$ cat config.mk
export PLATFORM = sky130hd
export DESIGN_NAME = tc_pcie_80bit_tx_gearbox
export DESIGN_NICKNAME = d
export VERILOG_FILES = /design/src/rtl/tc_pcie_80bit_tx_gearbox.sv
export SDC_FILE = /design/constraint.sdc
export NUM_CORES = 1
export LEC_CHECK = 0
export CAP_MARGIN = 20
export CELL_PAD_IN_SITES_DETAIL_PLACEMENT = 0
export CELL_PAD_IN_SITES_GLOBAL_PLACEMENT = 1
export CORE_ASPECT_RATIO = 0.7
export CORE_UTILIZATION = 45
export CTS_CLUSTER_DIAMETER = 50
export DETAILED_ROUTE_END_ITERATION = 7
export PLACE_DENSITY = 0.89
export SLEW_MARGIN = 0
export SYNTH_ARGS = -nofsm -noshare
export SYNTH_HDL_FRONTEND = slang
export SYNTH_SLANG_ARGS = --single-unit
export TNS_END_PERCENT = 1
$ cat constraint.sdc
create_clock -name rxclk_i -period 3.8 [get_ports rxclk_i]
set_input_delay 0.57 -clock rxclk_i [delete_from_list [all_inputs] [get_ports rxclk_i]]
set_output_delay 0.57 -clock rxclk_i [all_outputs]
set_load 0.02 [all_outputs]
$ cat src/rtl/tc_pcie_80bit_tx_gearbox.sv
// 80-bit word to 10/20/40/80-bit lane gearbox, transmit side.
// A one-entry hold stage feeds a shift stage so that back-to-back words serialize with no gap.
module tc_pcie_80bit_tx_gearbox #(
  parameter logic [79:0] IDLE_DATA = 80'd0
) (
  input  logic        rxclk_i,
  input  logic        reset_n_i,
  input  logic [1:0]  txwidth_i,
  input  logic [79:0] data_i,
  input  logic        valid_i,
  output logic        ready_o,
  output logic [79:0] txdata_o,
  output logic        txvalid_o,
  output logic        word_start_o,
  output logic        underrun_o
);

  typedef enum logic {IDLE = 1'b0, SHIFT = 1'b1} state_t;

  typedef struct packed {
    logic [79:0] data;
    logic [1:0]  width;
    logic        vld;
  } hold_t;

  hold_t       hold_q;
  state_t      state_q, state_d;
  logic [79:0] shift_r, shift_d;
  logic [1:0]  width_r, width_d;
  logic [2:0]  cnt_r, cnt_d;
  logic        underrun_r, underrun_d;
  logic        active_r, last_c, load_c, accept_c;
  logic [2:0]  last_cnt;
  logic [6:0]  sh_amt;
  logic [79:0] mask;

  assign active_r = (state_q == SHIFT);
  // Last slice index is 7/3/1/0 for 10/20/40/80-bit lanes.
  assign last_cnt = 3'd7 >> width_r;
  assign last_c   = active_r & (cnt_r == last_cnt);
  assign load_c   = hold_q.vld & (~active_r | last_c);
  assign ready_o  = ~hold_q.vld | load_c;
  assign accept_c = valid_i & ready_o;

  always_comb begin
    sh_amt = 7'd10;
    mask   = 80'h3FF;
    case (width_r)
      2'd0: begin sh_amt = 7'd10; mask = 80'h3FF;           end
      2'd1: begin sh_amt = 7'd20; mask = 80'hF_FFFF;        end
      2'd2: begin sh_amt = 7'd40; mask = 80'hFF_FFFF_FFFF;  end
      default: begin sh_amt = 7'd80; mask = '1;            end
    endcase
  end

  always_ff @(posedge rxclk_i or negedge reset_n_i) begin
    if (!reset_n_i) begin
      hold_q <= '0;
    end else if (accept_c) begin
      hold_q <= '{data: data_i, width: txwidth_i, vld: 1'b1};
    end else if (load_c) begin
      hold_q.vld <= 1'b0;
    end
  end

  always_ff @(posedge rxclk_i or negedge reset_n_i) begin
    if (!reset_n_i) begin
      state_q    <= IDLE;
      shift_r    <= '0;
      width_r    <= '0;
      cnt_r      <= '0;
      underrun_r <= 1'b0;
    end else begin
      state_q    <= state_d;
      shift_r    <= shift_d;
      width_r    <= width_d;
      cnt_r      <= cnt_d;
      underrun_r <= underrun_d;
    end
  end

  always_comb begin
    state_d    = state_q;
    shift_d    = shift_r;
    width_d    = width_r;
    cnt_d      = cnt_r;
    underrun_d = 1'b0;
    case (state_q)
      IDLE: begin
        if (load_c) begin
          state_d = SHIFT;
          shift_d = hold_q.data;
          width_d = hold_q.width;
          cnt_d   = 3'd0;
        end
      end
      default: begin
        if (!last_c) begin
          shift_d = shift_r >> sh_amt;
          cnt_d   = cnt_r + 3'd1;
        end else if (load_c) begin
          shift_d = hold_q.data;
          width_d = hold_q.width;
          cnt_d   = 3'd0;
        end else begin
          state_d    = IDLE;
          cnt_d      = 3'd0;
          underrun_d = 1'b1;
        end
      end
    endcase
  end

  assign txdata_o     = active_r ? (shift_r & mask) : IDLE_DATA;
  assign txvalid_o    = active_r;
  assign word_start_o = active_r & (cnt_r == 3'd0);
  assign underrun_o   = underrun_r;

endmodule

==> impl_metrics.ini, run 1 <==
[run_status]
outcome = finished clean

[synth]
synth_cell_types = 29
synth_area_sq_um = 8840
synth_top_cell_by_area = dfrtp_1
synth_area_per_cell_sq_um = 11.7
syn_nets = 844
ys.warnings.count = 0
yosysSeqAreaShare = 0.481
synth_cells = 757
netlist_top_cells_area = dfrtp_1 (48%), mux2i_1 (22%), mux2_1 (10%), and2_1 (3.5%), mux2_2 (3.1%)
synth_seq_cells = 170
synth_top_area_share = 0.481

[clocking]
cts.repair.resized = 0
h-tree-depth = 4
cts_tree = done
cts_setup_buffers = 0
clk_root_buffer_cell = clkbuf_16
insertion_delay_ps = 450
clockBufferDepth = 2
clk_pin_slew_ps = 70
numCtsBuffers = 17
clock-sinks = 170
ctsHoldBuffers = 0

[detailed_routing]
via_per_inst = 5.53
antenna_left = 0
wl_met1_mm = 12.3
dr.pass1.iters = 5
dr_wl_met3_mm = 2.04
drc = 0
maxUsedRoutingLayer = met4
route.met2.wl_mm = 10.6
first_iter_violations = 574
post_drt_wl_per_cell_um = 21.5
vias = 6488
finalWirelength_mm = 25.2

[hold_path]
worstHoldPathType = in -> async

[floorplanning]
num_rows = 42
initial_utilization = 0.464
design.core.area_sq_um = 19100
dieHeight_um = 119
die_w_um = 170
top_level_ports = 169
dieArea_sq_um = 20200

[sta]
totalNegativeSetupSlack_ps = 0
fmax_mhz = 299
finalSetupViolCount = 0
finalWorstSetupSlack_ps = 451
finalHoldViolCount = 0
rsz0062_at_grt = false
final.min_clock_period_ps = 3350
skew_ps = 9.85
worst_slew_pin_slew_ps = 873
maxSlewHeadroom = 0.418
drv_slew = 0
fin_crit_sh = 0.881

[job]
maxCapViolations = 0

[critical_path]
arrival_ps = 2780
worstSetupPathType = reg -> out
max_stage_delay_ps = 630
cp-end-kind = output pin
cp_slowest_cell = clkdlybuf4s50_1
required_ps = 3230
worstPathCellList = or3b_1, o32ai_2, nor2_4, nand2_1, clkdlybuf4s50_1
cp_max_fo = 19
start_kind = flop

[layout]
area_delta_synth_final_pct = 28.1
drive_gt1_frac = 0.0858
fin_util = 0.594
diodes = 0
finalInstanceArea_sq_um = 11300
finalNetCount = 983

[global_routing]
grt_pass1_wl_mm = 38.6
grt_max_degree = 87
gr-total-overflow = 0
grt_use_total = 0.258
antenna_found_initial = 0
grt_pass1_vias = 6404

[placed_design]
post_dp_cell_area_sq_um = 10700
gp_congestion = 0.844
io_buffers = 168
dp_hpwl_mm = 17.5
pre_cts_slack_ps = 913

[power]
powerDensity_nw_per_um2 = 777
ir_drop_mv = 0.416
p_leak_uw = 0.00574
[metrics by stage]
step / total power (uW) / std cells / hold WS (ps)
after global routing: 9260 / 1173 / 135
final: 8800 / 1173 / 91.7
after floorplan: 5800 / 757 / 274
after global placement: 6950 / 1140 / 475
after CTS: 8780 / 1172 / 117
after detailed placement: 7030 / 1140 / 481
[layout make-up]
type                    count  area [sq um]
clock inverters            15           153
inverters                   3          11.3
clock buffers              17           425
fillers                  1627          7750
flip-flops and latches    170          4260
multi-input cells         523          4330
repair buffers            181          1810
well taps                 264           330
[layer usage]
| layer | track usage | vias up |
|---|---|---|
| met5 | 0 | - |
| met4 | 0.0557 | 0 |
| met3 | 0.0592 | 21 |
| met2 | 0.361 | 272 |
| met1 | 0.400 | 3243 |
| li1 | - | 2952 |
[final timing paths]
kind                       startpoint           to  slack, ps  depth (start not counted)
max reg2reg                 txvalid_o  shift_r[49]       1120                          5
min in group rxclk_i       hold_q[28]   hold_q[28]        490                          1
max                          cnt_r[1]      ready_o        450                          5
max in group asynchronous   reset_n_i   hold_q[38]       2710                          2
min reg2reg                hold_q[28]   hold_q[28]        490                          1
min                         reset_n_i    hold_q[8]         90                          1
[state kept, by name, indices dropped and copies added (netlist names)]
| name | flops |
|---|---|
| hold_q | 83 |
| shift_r | 80 |
| cnt_r | 3 |
| width_r | 2 |
| txvalid_o | 1 |
| underrun_o | 1 |
[worst max-delay path, delay by kind of cell (launching register included)]
kind | cells | cell delay (ps)
simple gates | 3 | 810
flops | 1 | 420
buf+inv | 1 | 630
compound gates | 1 | 470
[cells in the final DEF (no fill, tap or decap), types with 2 or more instances in the layout]
master and n:
a21oi_1 10, a22o_1 2, a31oi_1 30, and2_1 50
and3_1 31, buf_4 11, bufinv_16 2, clkbuf_16 17
clkdlybuf4s50_1 167, clkinv_2 5, clkinv_4 5, clkinvlp_4 2
dfrtp_1 167, dfrtp_2 2, ha_1 2, inv_1 3
mux2_1 80, mux2_2 24, mux2i_1 190, nand2_1 33
nor2_1 54, o21ai_0 3, or2_2 2
[cell usage after synthesis]
| master | count |
|---|---|
| clkbuf_1 | 32 |
| nand3b_1 | 1 |
| inv_1 | 3 |
| and2_1 | 50 |
| nor2b_1 | 1 |
| o32ai_2 | 1 |
| a21o_1 | 1 |
| xnor2_1 | 1 |
| and3b_1 | 1 |
| or3b_1 | 1 |
| nand2b_1 | 1 |
| nor3b_1 | 1 |
| mux2_1 | 80 |
| ha_1 | 2 |
| mux2_2 | 24 |
| a22o_1 | 2 |
| o21ai_0 | 3 |
| nor2_1 | 55 |
| mux2i_1 | 190 |
| buf_2 | 18 |
| a21oi_1 | 10 |
| xor2_1 | 1 |
| dfrtp_1 | 170 |
| buf_1 | 11 |
| nand2_1 | 33 |
| and3_1 | 31 |
| a31oi_1 | 30 |
| or2_2 | 2 |
| o31ai_4 | 1 |
[where the power goes]
part	leakage (uW)	internal, uW	switching (uW)	total (uW)
Clock	0.000283	967	762	1730
Combinational	0.00331	1840	1950	3780
Sequential	0.00214	2530	753	3290
Total	0.00574	5340	3460	8800
[logic make-up after synthesis]
kind of cell             count (synthesis)  share of synthesized area
AND/OR/NAND/NOR                        177                      0.101
multiplexers                           294                      0.348
flip-flops                             170                      0.481
adder cells (fa/ha/maj)                  2                    0.00283
buffers and inverters                   64                     0.0297
XOR/XNOR                                 2                    0.00198
AO/OA/AOI/OAI                           48                     0.0357
No activity file was read; power rests on OpenSTA's default activity.
==> inputs of run 2 (changes only) <==
Settings changed: CTS_CLUSTER_SIZE set to 20, HOLD_SLACK_MARGIN set to 0.08.
==> results of run 2 <==
The final DEF is identical to that of run 1; final timing and power are the same.
